<file path="src/rtl/syscall_unit.sv">
// syscall_unit: executes SPIM-style system calls selected by $v0 when the decode
// stage flags a syscall. Supported codes: 1 print int, 4 print string, 10 exit,
// 11 print char. The pipeline is frozen with stall while a call is in progress.
//
// Ports:
//   clk, reset_n          clock (rising edge), asynchronous active-low reset
//   syscall_control       syscall instruction present in ID
//   v0, a0                call code and argument/pointer from the register file
//   mem_req/mem_addr      word-aligned data-memory read request, held until mem_ready
//   mem_ready/mem_rdata   read completion and big-endian read data
//   stall                 freeze PC and IF/ID
//   char_valid/char_data  one-cycle character strobe to the console
//   int_valid/int_data    one-cycle signed integer strobe to the console
//   halt                  sticky, program exited
//   bad_code              one-cycle strobe, unsupported $v0
//   str_trunc             one-cycle strobe, string cut at MAX_STR_LEN characters
module syscall_unit #(
  parameter int unsigned MAX_STR_LEN = 256,
  parameter int unsigned ADDR_W      = 32
) (
  input  logic              clk,
  input  logic              reset_n,
  input  logic              syscall_control,
  input  logic [31:0]       v0,
  input  logic [ADDR_W-1:0] a0,
  output logic              mem_req,
  output logic [ADDR_W-1:0] mem_addr,
  input  logic              mem_ready,
  input  logic [31:0]       mem_rdata,
  output logic              stall,
  output logic              char_valid,
  output logic [7:0]        char_data,
  output logic              int_valid,
  output logic [31:0]       int_data,
  output logic              halt,
  output logic              bad_code,
  output logic              str_trunc
);

  localparam int unsigned CntW = $clog2(MAX_STR_LEN + 1);
  localparam logic [CntW-1:0] CntMax = CntW'(MAX_STR_LEN);

  localparam logic [31:0] CodePrintInt  = 32'd1;
  localparam logic [31:0] CodePrintStr  = 32'd4;
  localparam logic [31:0] CodeExit      = 32'd10;
  localparam logic [31:0] CodePrintChar = 32'd11;

  typedef enum logic [2:0] {
    StIdle,
    StDispatch,
    StStrReq,
    StStrEmit,
    StDone,
    StHalted
  } state_e;

  state_e state_q, state_d;

  // ptr_q also serves as the captured argument: it is loaded from a0 on acceptance.
  logic [31:0]       code_q, code_d;
  logic [ADDR_W-1:0] ptr_q, ptr_d;
  logic [CntW-1:0]   cnt_q, cnt_d;
  logic [7:0]        byte_q, byte_d;

  logic              mem_req_q, mem_req_d;
  logic [ADDR_W-1:0] mem_addr_q, mem_addr_d;
  logic              char_valid_q, char_valid_d;
  logic [7:0]        char_data_q, char_data_d;
  logic              int_valid_q, int_valid_d;
  logic [31:0]       int_data_q, int_data_d;
  logic              halt_q, halt_d;
  logic              bad_code_q, bad_code_d;
  logic              str_trunc_q, str_trunc_d;

  logic [7:0] byte_sel;

  // Big-endian byte lane selected by the low pointer bits.
  always_comb begin
    byte_sel = mem_rdata[31:24];
    case (ptr_q[1:0])
      2'd0:    byte_sel = mem_rdata[31:24];
      2'd1:    byte_sel = mem_rdata[23:16];
      2'd2:    byte_sel = mem_rdata[15:8];
      default: byte_sel = mem_rdata[7:0];
    endcase
  end

  // Strobes are registered, so they are computed on the transition into the state
  // in which they are visible (DISPATCH for int/char/bad/halt, STR_EMIT for chars).
  always_comb begin
    state_d      = state_q;
    code_d       = code_q;
    ptr_d        = ptr_q;
    cnt_d        = cnt_q;
    byte_d       = byte_q;
    char_valid_d = 1'b0;
    char_data_d  = char_data_q;
    int_valid_d  = 1'b0;
    int_data_d   = int_data_q;
    halt_d       = halt_q;
    bad_code_d   = 1'b0;
    str_trunc_d  = 1'b0;
    mem_req_d    = 1'b0;
    mem_addr_d   = mem_addr_q;

    unique case (state_q)
      StIdle: begin
        if (syscall_control) begin
          state_d = StDispatch;
          code_d  = v0;
          ptr_d   = a0;
          cnt_d   = '0;
          case (v0)
            CodePrintInt: begin
              int_valid_d = 1'b1;
              int_data_d  = 32'(a0);
            end
            CodePrintChar: begin
              char_valid_d = 1'b1;
              char_data_d  = a0[7:0];
            end
            CodePrintStr: ;
            CodeExit:     halt_d = 1'b1;
            default:      bad_code_d = 1'b1;
          endcase
        end
      end

      StDispatch: begin
        case (code_q)
          CodePrintStr: state_d = StStrReq;
          CodeExit:     state_d = StHalted;
          default:      state_d = StDone;
        endcase
      end

      StStrReq: begin
        if (mem_ready) begin
          byte_d  = byte_sel;
          state_d = StStrEmit;
          if (byte_sel != 8'h00) begin
            char_valid_d = 1'b1;
            char_data_d  = byte_sel;
            str_trunc_d  = (cnt_q + CntW'(1)) == CntMax;
          end
        end
      end

      StStrEmit: begin
        if (byte_q == 8'h00) begin
          state_d = StDone;
        end else begin
          ptr_d   = ptr_q + ADDR_W'(1);
          cnt_d   = cnt_q + CntW'(1);
          state_d = (cnt_d == CntMax) ? StDone : StStrReq;
        end
      end

      StDone:   state_d = StIdle;
      StHalted: state_d = StHalted;
      default:  state_d = StIdle;
    endcase

    // Request is a registered copy of "next state is STR_REQ", so it holds
    // steady through wait states and drops in STR_EMIT.
    if (state_d == StStrReq) begin
      mem_req_d  = 1'b1;
      mem_addr_d = {ptr_d[ADDR_W-1:2], 2'b00};
    end
  end

  always_ff @(posedge clk or negedge reset_n) begin
    if (!reset_n) begin
      state_q      <= StIdle;
      code_q       <= '0;
      ptr_q        <= '0;
      cnt_q        <= '0;
      byte_q       <= '0;
      mem_req_q    <= 1'b0;
      mem_addr_q   <= '0;
      char_valid_q <= 1'b0;
      char_data_q  <= '0;
      int_valid_q  <= 1'b0;
      int_data_q   <= '0;
      halt_q       <= 1'b0;
      bad_code_q   <= 1'b0;
      str_trunc_q  <= 1'b0;
    end else begin
      state_q      <= state_d;
      code_q       <= code_d;
      ptr_q        <= ptr_d;
      cnt_q        <= cnt_d;
      byte_q       <= byte_d;
      mem_req_q    <= mem_req_d;
      mem_addr_q   <= mem_addr_d;
      char_valid_q <= char_valid_d;
      char_data_q  <= char_data_d;
      int_valid_q  <= int_valid_d;
      int_data_q   <= int_data_d;
      halt_q       <= halt_d;
      bad_code_q   <= bad_code_d;
      str_trunc_q  <= str_trunc_d;
    end
  end

  // Stall asserts in the acceptance cycle itself so IF/ID never moves past the syscall.
  always_comb begin
    stall = 1'b0;
    unique case (state_q)
      StIdle:     stall = syscall_control;
      StDispatch: stall = 1'b1;
      StStrReq:   stall = 1'b1;
      StStrEmit:  stall = 1'b1;
      StHalted:   stall = 1'b1;
      default:    stall = 1'b0;
    endcase
  end

  assign mem_req    = mem_req_q;
  assign mem_addr   = mem_addr_q;
  assign char_valid = char_valid_q;
  assign char_data  = char_data_q;
  assign int_valid  = int_valid_q;
  assign int_data   = int_data_q;
  assign halt       = halt_q;
  assign bad_code   = bad_code_q;
  assign str_trunc  = str_trunc_q;

endmodule

</file>
<file path="config.mk">
export PLATFORM = sky130hd
export DESIGN_NAME = syscall_unit
export DESIGN_NICKNAME = d
export VERILOG_FILES = /design/src/rtl/syscall_unit.sv
export SDC_FILE = /design/constraint.sdc
export NUM_CORES = 1
export LEC_CHECK = 0
export ABC_AREA = 1
export BUFFER_PORTS_ARGS = -buffer_cell sky130_fd_sc_hd__buf_2
export CAP_MARGIN = 20
export CORE_ASPECT_RATIO = 0.8
export CORE_MARGIN = 4
export CORE_UTILIZATION = 45
export DETAILED_ROUTE_END_ITERATION = 7
export GPL_ROUTABILITY_DRIVEN = 0
export PLACE_DENSITY = 0.71
export SETUP_SLACK_MARGIN = 0.5
export SYNTH_ARGS = -nofsm -noshare
export SYNTH_HDL_FRONTEND = slang
export SYNTH_SLANG_ARGS = --single-unit
export TNS_END_PERCENT = 50
</file>
<file path="constraint.sdc">
create_clock -name clk -period 1.68 [get_ports clk]
set_input_delay 0.084 -clock clk [delete_from_list [all_inputs] [get_ports clk]]
set_output_delay 0.084 -clock clk [all_outputs]
set_load 0.01 [all_outputs]
</file>
== Word level (Yosys, flattened, before mapping) ==
Index checks and enable logic that the tools add are counted.
Word-level totals
  register bits after elaboration: 160
  input bits: 100
  word-level logic and storage cells: 84
  output and inout bits: 79
Operators by class
  reduce and logical (&&, ||, !) cells: 14
  $add $sub $neg: 2
  eq/ne operators: 19
  mux-type cells: 34
Operator list (number)
  32-bit by 4-bit equality test with 1-bit output, second input constant: 3
  32-bit by 3-bit equality test with 1-bit output, second input constant: 2
  32-bit two-way mux: 2
  32-bit case mux with 2 select lines: 1
  32-bit by 1-bit adder with 32-bit output, second input constant: 1
  32-bit by 1-bit equality test with 1-bit output, second input constant: 1
  8-bit two-way mux: 4
  8-bit case mux with 3 select lines: 1
  9-bit two-way mux: 2
  9-bit case mux with 2 select lines: 1
  8-bit case mux with 2 select lines: 1
  3-bit case mux with 5 select lines: 1
  1-bit two-way mux: 14
  3-bit two-way mux: 4
  9-bit by 1-bit adder with 9-bit output, second input constant: 1
  3-bit by 2-bit equality test with 1-bit output, second input constant: 3
  9-bit equality test, second input constant: 1
  3-bit AND reduction: 3
  8-bit zero test: 1
  2-bit inequality test, second input constant: 4
  8-bit nonzero test: 1
  4-bit OR reduction: 2
  3-bit case mux with 2 select lines: 1
  5-bit AND reduction: 1
  10 further kinds: 13

== Logic depth before layout (Yosys ltp) ==
  depth after elaboration: 7
  gate-level depth with buffers: 14
  mapped depth without buffers: 13

== Least setup slack after synthesis ==
Ideal clock, no wire load.
  kind: register to register
  start point: reg ptr_q[0]
  end point: reg char_data_q[0] (netlist: char_data[0])
  stages on the path, launching flop included: 14
  required time: 1.563 ns
  library setup time: 0.117 ns
  path buffers: 1
  path slack: -0.124 ns
  arrival time: 1.687 ns
  clock period less this slack: 1.804 ns
  path through: dfrtp_1 inv_1 ha_1 clkbuf_1 a21oi_1 nand3_1 o21ai_0 nand2_1 nor2_1 nand2_1 nand2_2 nand2_2 nand2_1 nand2_1
On the way
  cells in the longest elaborated chain, start to end: 5
  elaborated cells on any way between the ends: 10
  classes of those cells: eq/ne: 3; mux: 4; reduce/logical: 3
RTL lines
  start: declaration: RTL line 61  | logic [ADDR_W-1:0] ptr_q, ptr_d;
  start signal: assignment: RTL line 191  | ptr_q <= ptr_d;
  2-bit equality test, or another cell as far along: RTL line 80  | case (ptr_q[1:0])
  8-bit case mux with 3 select lines *: RTL line 80
  8-bit nonzero test or 8-bit two-way mux (tied branches): RTL line 141  | if (byte_sel != 8'h00) begin
  2-bit inequality test (no source line) or 8-bit two-way mux (tied branches)
  5-bit AND reduction (no source line) or 8-bit case mux with 2 select lines (tied branches)
  end signal: assignment: RTL line 197  | char_data_q <= char_data_d;
  end: declaration: RTL line 68  | logic [7:0] char_data_q, char_data_d;
Mark *: on every way between the ends. The rest lies on a longest branch, timed or not. The select of a mux whose other input is x is not followed.
A chain may end at the register's enable or synchronous reset.

== Worst setup path after layout ==
  start point: reg cnt_q[1]
  end point: reg mem_addr_q[26] (netlist: mem_addr[26])
On the way
  cells in the longest elaborated chain, start to end: 6
RTL lines
  start: declaration: RTL line 62  | logic [CntW-1:0] cnt_q, cnt_d;
  start signal: assignment: RTL line 192  | cnt_q <= cnt_d;
  9-bit by 1-bit adder with 9-bit output: RTL line 154  | cnt_d = cnt_q + CntW'(1);
  9-bit equality test: RTL line 155  | state_d = (cnt_d == CntMax) ? StDone : StStrReq;
  3-bit two-way mux: RTL line 155
  3-bit two-way mux: RTL line 150  | if (byte_q == 8'h00) begin
  3-bit case mux with 5 select lines: RTL line 106  | unique case (state_q)
  3-bit by 2-bit equality test with 1-bit output: RTL line 166  | if (state_d == StStrReq) begin
  end signal: assignment: RTL line 195  | mem_addr_q <= mem_addr_d;
  end: declaration: RTL line 66  | logic [ADDR_W-1:0] mem_addr_q, mem_addr_d;
Every way passes these cells.

==> results.toml <==
[outcome]
run_status = "complete, but fails checks"
violations = "negative setup slack"

[min_path]
hold_depth = 3
hold_path_startpoint = "mem_ready"
hold_path_end = "state_q[0]"
holdCritPathClass = "input port to register"

[floorplanning]
dieHeight_microns = 129.8
ios = 179
core_area_sq_mm = 0.01817
die_area_sq_mm = 0.02080
initial_core_util_pct = 45.92
placement_rows = 44
die_x_microns = 160.2

[clock_network]
clk_pin_slew_ps = 70
clock_tree.root_cell = "clkbuf_16"
cts_tree = "yes"
clock_tree.buffer_depth = 2
clkLatencyLatePin_ps = 440
cts.htree.levels = 4
cts.sinks = 160
numCtsBuffers = 17

[worst_setup_path]
r2r_slack_ps = -300
end_kind = "register"
r2r_end = "mem_addr[26]"
required_ps = 2050
crit_start = "cnt_q[1]"
arrival_ps = 2350
worst-setup-path-type = "register to register"
cp-start-kind = "register"
reg2reg_depth = 14
path_max_fanout = 7
reg2reg_from = "cnt_q[1]"

[drt]
routed_wirelength_mm = 28.56
top_layer = "met4"
wire_per_inst_microns = 16.38
met2_length_mm = 12.67
drt-initial-drc-count = 842
vias = 8998
drtAntennaViolNets = 0
drc = 0
wl_met3_mm = 2.897
routedLengthMet1_mm = 12.39
firstDrtPassIters = 6
avgViaCountPerCell = 5.159

[synth]
synth_top_area_share_pct = 47.99
synthAdderAreaFrac_pct = 0.8998
synthTopCellsByArea = "dfrtp_1 48%, nand2_1 18%, nor2_1 8.3%"
ys_seq_area_share_pct = 47.99
synth-compound-area-share_pct = 7.648
syn_inst = 1157
synth_cell_type_count = 37
synthesis.area_sq_mm = 0.008343
synth_top_family_by_area = "simple AND/OR/NAND/NOR gates"
synthMuxAreaShare_pct = 0
yosysTopAreaCell = "dfrtp_1"
ys_ff_latch = 160
synth-xor-area-share_pct = 0.3149
syn_area_per_cell_sq_um = 7.211
yosysWarnings = 0
synthSimpleGateAreaFrac_pct = 35.51

[global_route]
grt_use_total_pct = 26.41
overflow = 0
grt_pass1_wl_mm = 43.99
first_global_vias = 8670
grt_max_degree = 51
antenna_found_initial = 0

[timing]
min_period_over_period_pct = 117.6
slew_viol_final = 0
hold_violations = 0
fin_ws_ps = -296.0
finalClockSkew_ps = 8.425
setup_violations = 70
rsz0062_at_grt = "yes"
hold_ws_ps = 21.37
clock.fmax_mhz = 506.1
timing.final.crit_period_ps = 1976

[cells_and_area]
fillCellCount = 1385
num_antenna_cells = 0
multi_input_area_sq_mm = 0.004491
syn2layout_area_growth_pct = 52.20
fin_nets = 1607
design_area_sq_mm = 0.01270
drive_gt1_share_pct = 34.48
regArea_sq_mm = 0.004011

[power]
power_frac_seq_pct = 35.4
p_int_mw = 9.397
ir_drop_mv = 0.8904
combPwrFrac_pct = 37.8
p_leak_nw = 6.610
p_clk_share_pct = 26.8
p_sw_share_pct = 38.34
power_density_mw_per_mm2 = 1200
totalPowerFinal_mw = 15.24
power.switching_mw = 5.844

[job]
max-cap-violations = 0

[place]
dpl_cell_area_sq_mm = 0.01008
place_hpwl_mm = 18.01
numPortBuffers = 176
post-place-ws_ps = -208.3
state kept, by name, indices dropped and copies added, names as in the netlist, 3 cells and up:
signal     count
int_data      32
ptr_q         32
char_data      8
mem_addr      30
code_q        32
cnt_q          9
state_q        3
byte_q         8
stage by stage:
stage | cells | util, % | setup TNS [ps]
global placement | 1602 | 55.49 | -3457
global route | 1744 | 69.90 | -19440
finish | 1744 | 69.90 | -10790
detailed placement | 1602 | 55.49 | -6709
floorplan | 1158 | - | -198.5
CTS | 1730 | 67.07 | -4938
metal layers:
layer / global-route usage [%] / vias up
met4: 8.397 / 0
met1: 36.96 / 4166
met5: 0 / -
met2: 40.30 / 439
li1: - / 4332
met3: 7.420 / 61
power by group through the flow:
stage,logic (mW),registers [mW],clock network (mW)
2_1_floorplan,2.82,5.19,0
3_3_place_gp,4.25,5.32,0
3_5_place_dp,4.30,5.35,0
4_1_cts,5.15,5.31,4.11
5_1_grt,6.35,5.50,4.27
6_report,5.76,5.40,4.08
worst max path at each step:
stage / end / slack, ps / cells past startpoint
floorplan: char_data[0] / -20 / 13
global placement: char_data[2] / -120 / 12
detailed placement: char_data[6] / -210 / 12
CTS: mem_addr[3] / -150 / 14
global route: mem_addr[9] / -380 / 14
finish: mem_addr[26] / -300 / 14
cell usage in the layout (no fill, tap or decap), types with 3 or more instances in the layout:
cell type / netlist / final
nand3_4: 0 / 3
o21bai_1: 3 / 3
inv_6: 0 / 4
a22oi_1: 4 / 3
buf_16: 0 / 5
dlygate4sd3_1: 0 / 65
dfrtp_1: 160 / 154
buf_12: 0 / 14
nand4_1: 18 / 18
nand2_4: 0 / 8
inv_8: 0 / 4
nor3_1: 7 / 5
inv_4: 0 / 6
o21ai_0: 88 / 57
inv_2: 8 / 4
inv_1: 101 / 96
nand3b_1: 5 / 5
o211ai_1: 4 / 4
nor2_4: 1 / 29
nand2_1: 408 / 366
nand2_2: 6 / 39
nor2_1: 185 / 124
clkinv_4: 0 / 4
xor2_1: 3 / 3
a21oi_2: 0 / 10
clkinvlp_4: 0 / 3
buf_6: 3 / 25
ha_4: 0 / 6
nor2_2: 8 / 41
dfrtp_2: 0 / 6
o21ai_2: 0 / 12
nand3_2: 1 / 13
buf_2: 13 / 175
buf_4: 9 / 75
clkbuf_16: 0 / 19
o21ai_1: 1 / 20
nand3_1: 74 / 59
synthesized netlist by cell type (all sizes together):
library cell	number
nand2	414
nor2	196
dfrtp	160
inv	109
o21ai	89
nand3	75
buf	28
nand4	19
a21oi	13
clkbuf	12
nor3	7
ha	6
nand3b	5
a22oi	4
o211ai	4
o21bai	3
xor2	3
a22o	2
o22ai	2
a31o	1
a31oi	1
and2	1
conb	1
nor3b	1
nor4	1
cell families after synthesis:
logic type | count (synthesis)
xor gates and xnor gates | 3
buffers and inverters | 149
DFF | 160
adders and majority gates | 6
other | 1
and+or+nand+nor | 719
AOI/OAI and AO/OA | 119
timing repair:
action                     CTS  global route
pin swaps                   63            78
setup buffers               24            12
resized for setup          150           112
hold buffers                65             0
gates cloned                 7             2
hold endpoints to repair   239             0
setup endpoints to repair  160           161
worst max-delay path, stage by stage (launching register included):
cell       delay, ps
dfrtp_1          420
ha_4             190
nand2_4           90
nor2_4            50
buf_4            140
nand2_2           50
nand2_1           70
nor2_1           150
nand3_2          120
nand2_4          110
nand2_4           80
nand2_8          140
clkbuf_16        180
nand2_1           50
nand2_1           50
area by class of cell:
class | count | area share (%)
Clock buffer | 18 | 3.458
Clock inverter | 14 | 1.340
Inverter | 109 | 3.449
Multi-Input combinational cell | 850 | 35.36
Sequential cell | 160 | 31.59
Tap cell | 230 | 2.266
Timing Repair Buffer | 362 | 22.48
Timing Repair inverter | 1 | 0.05912
(Power assumes the default switching activity.)
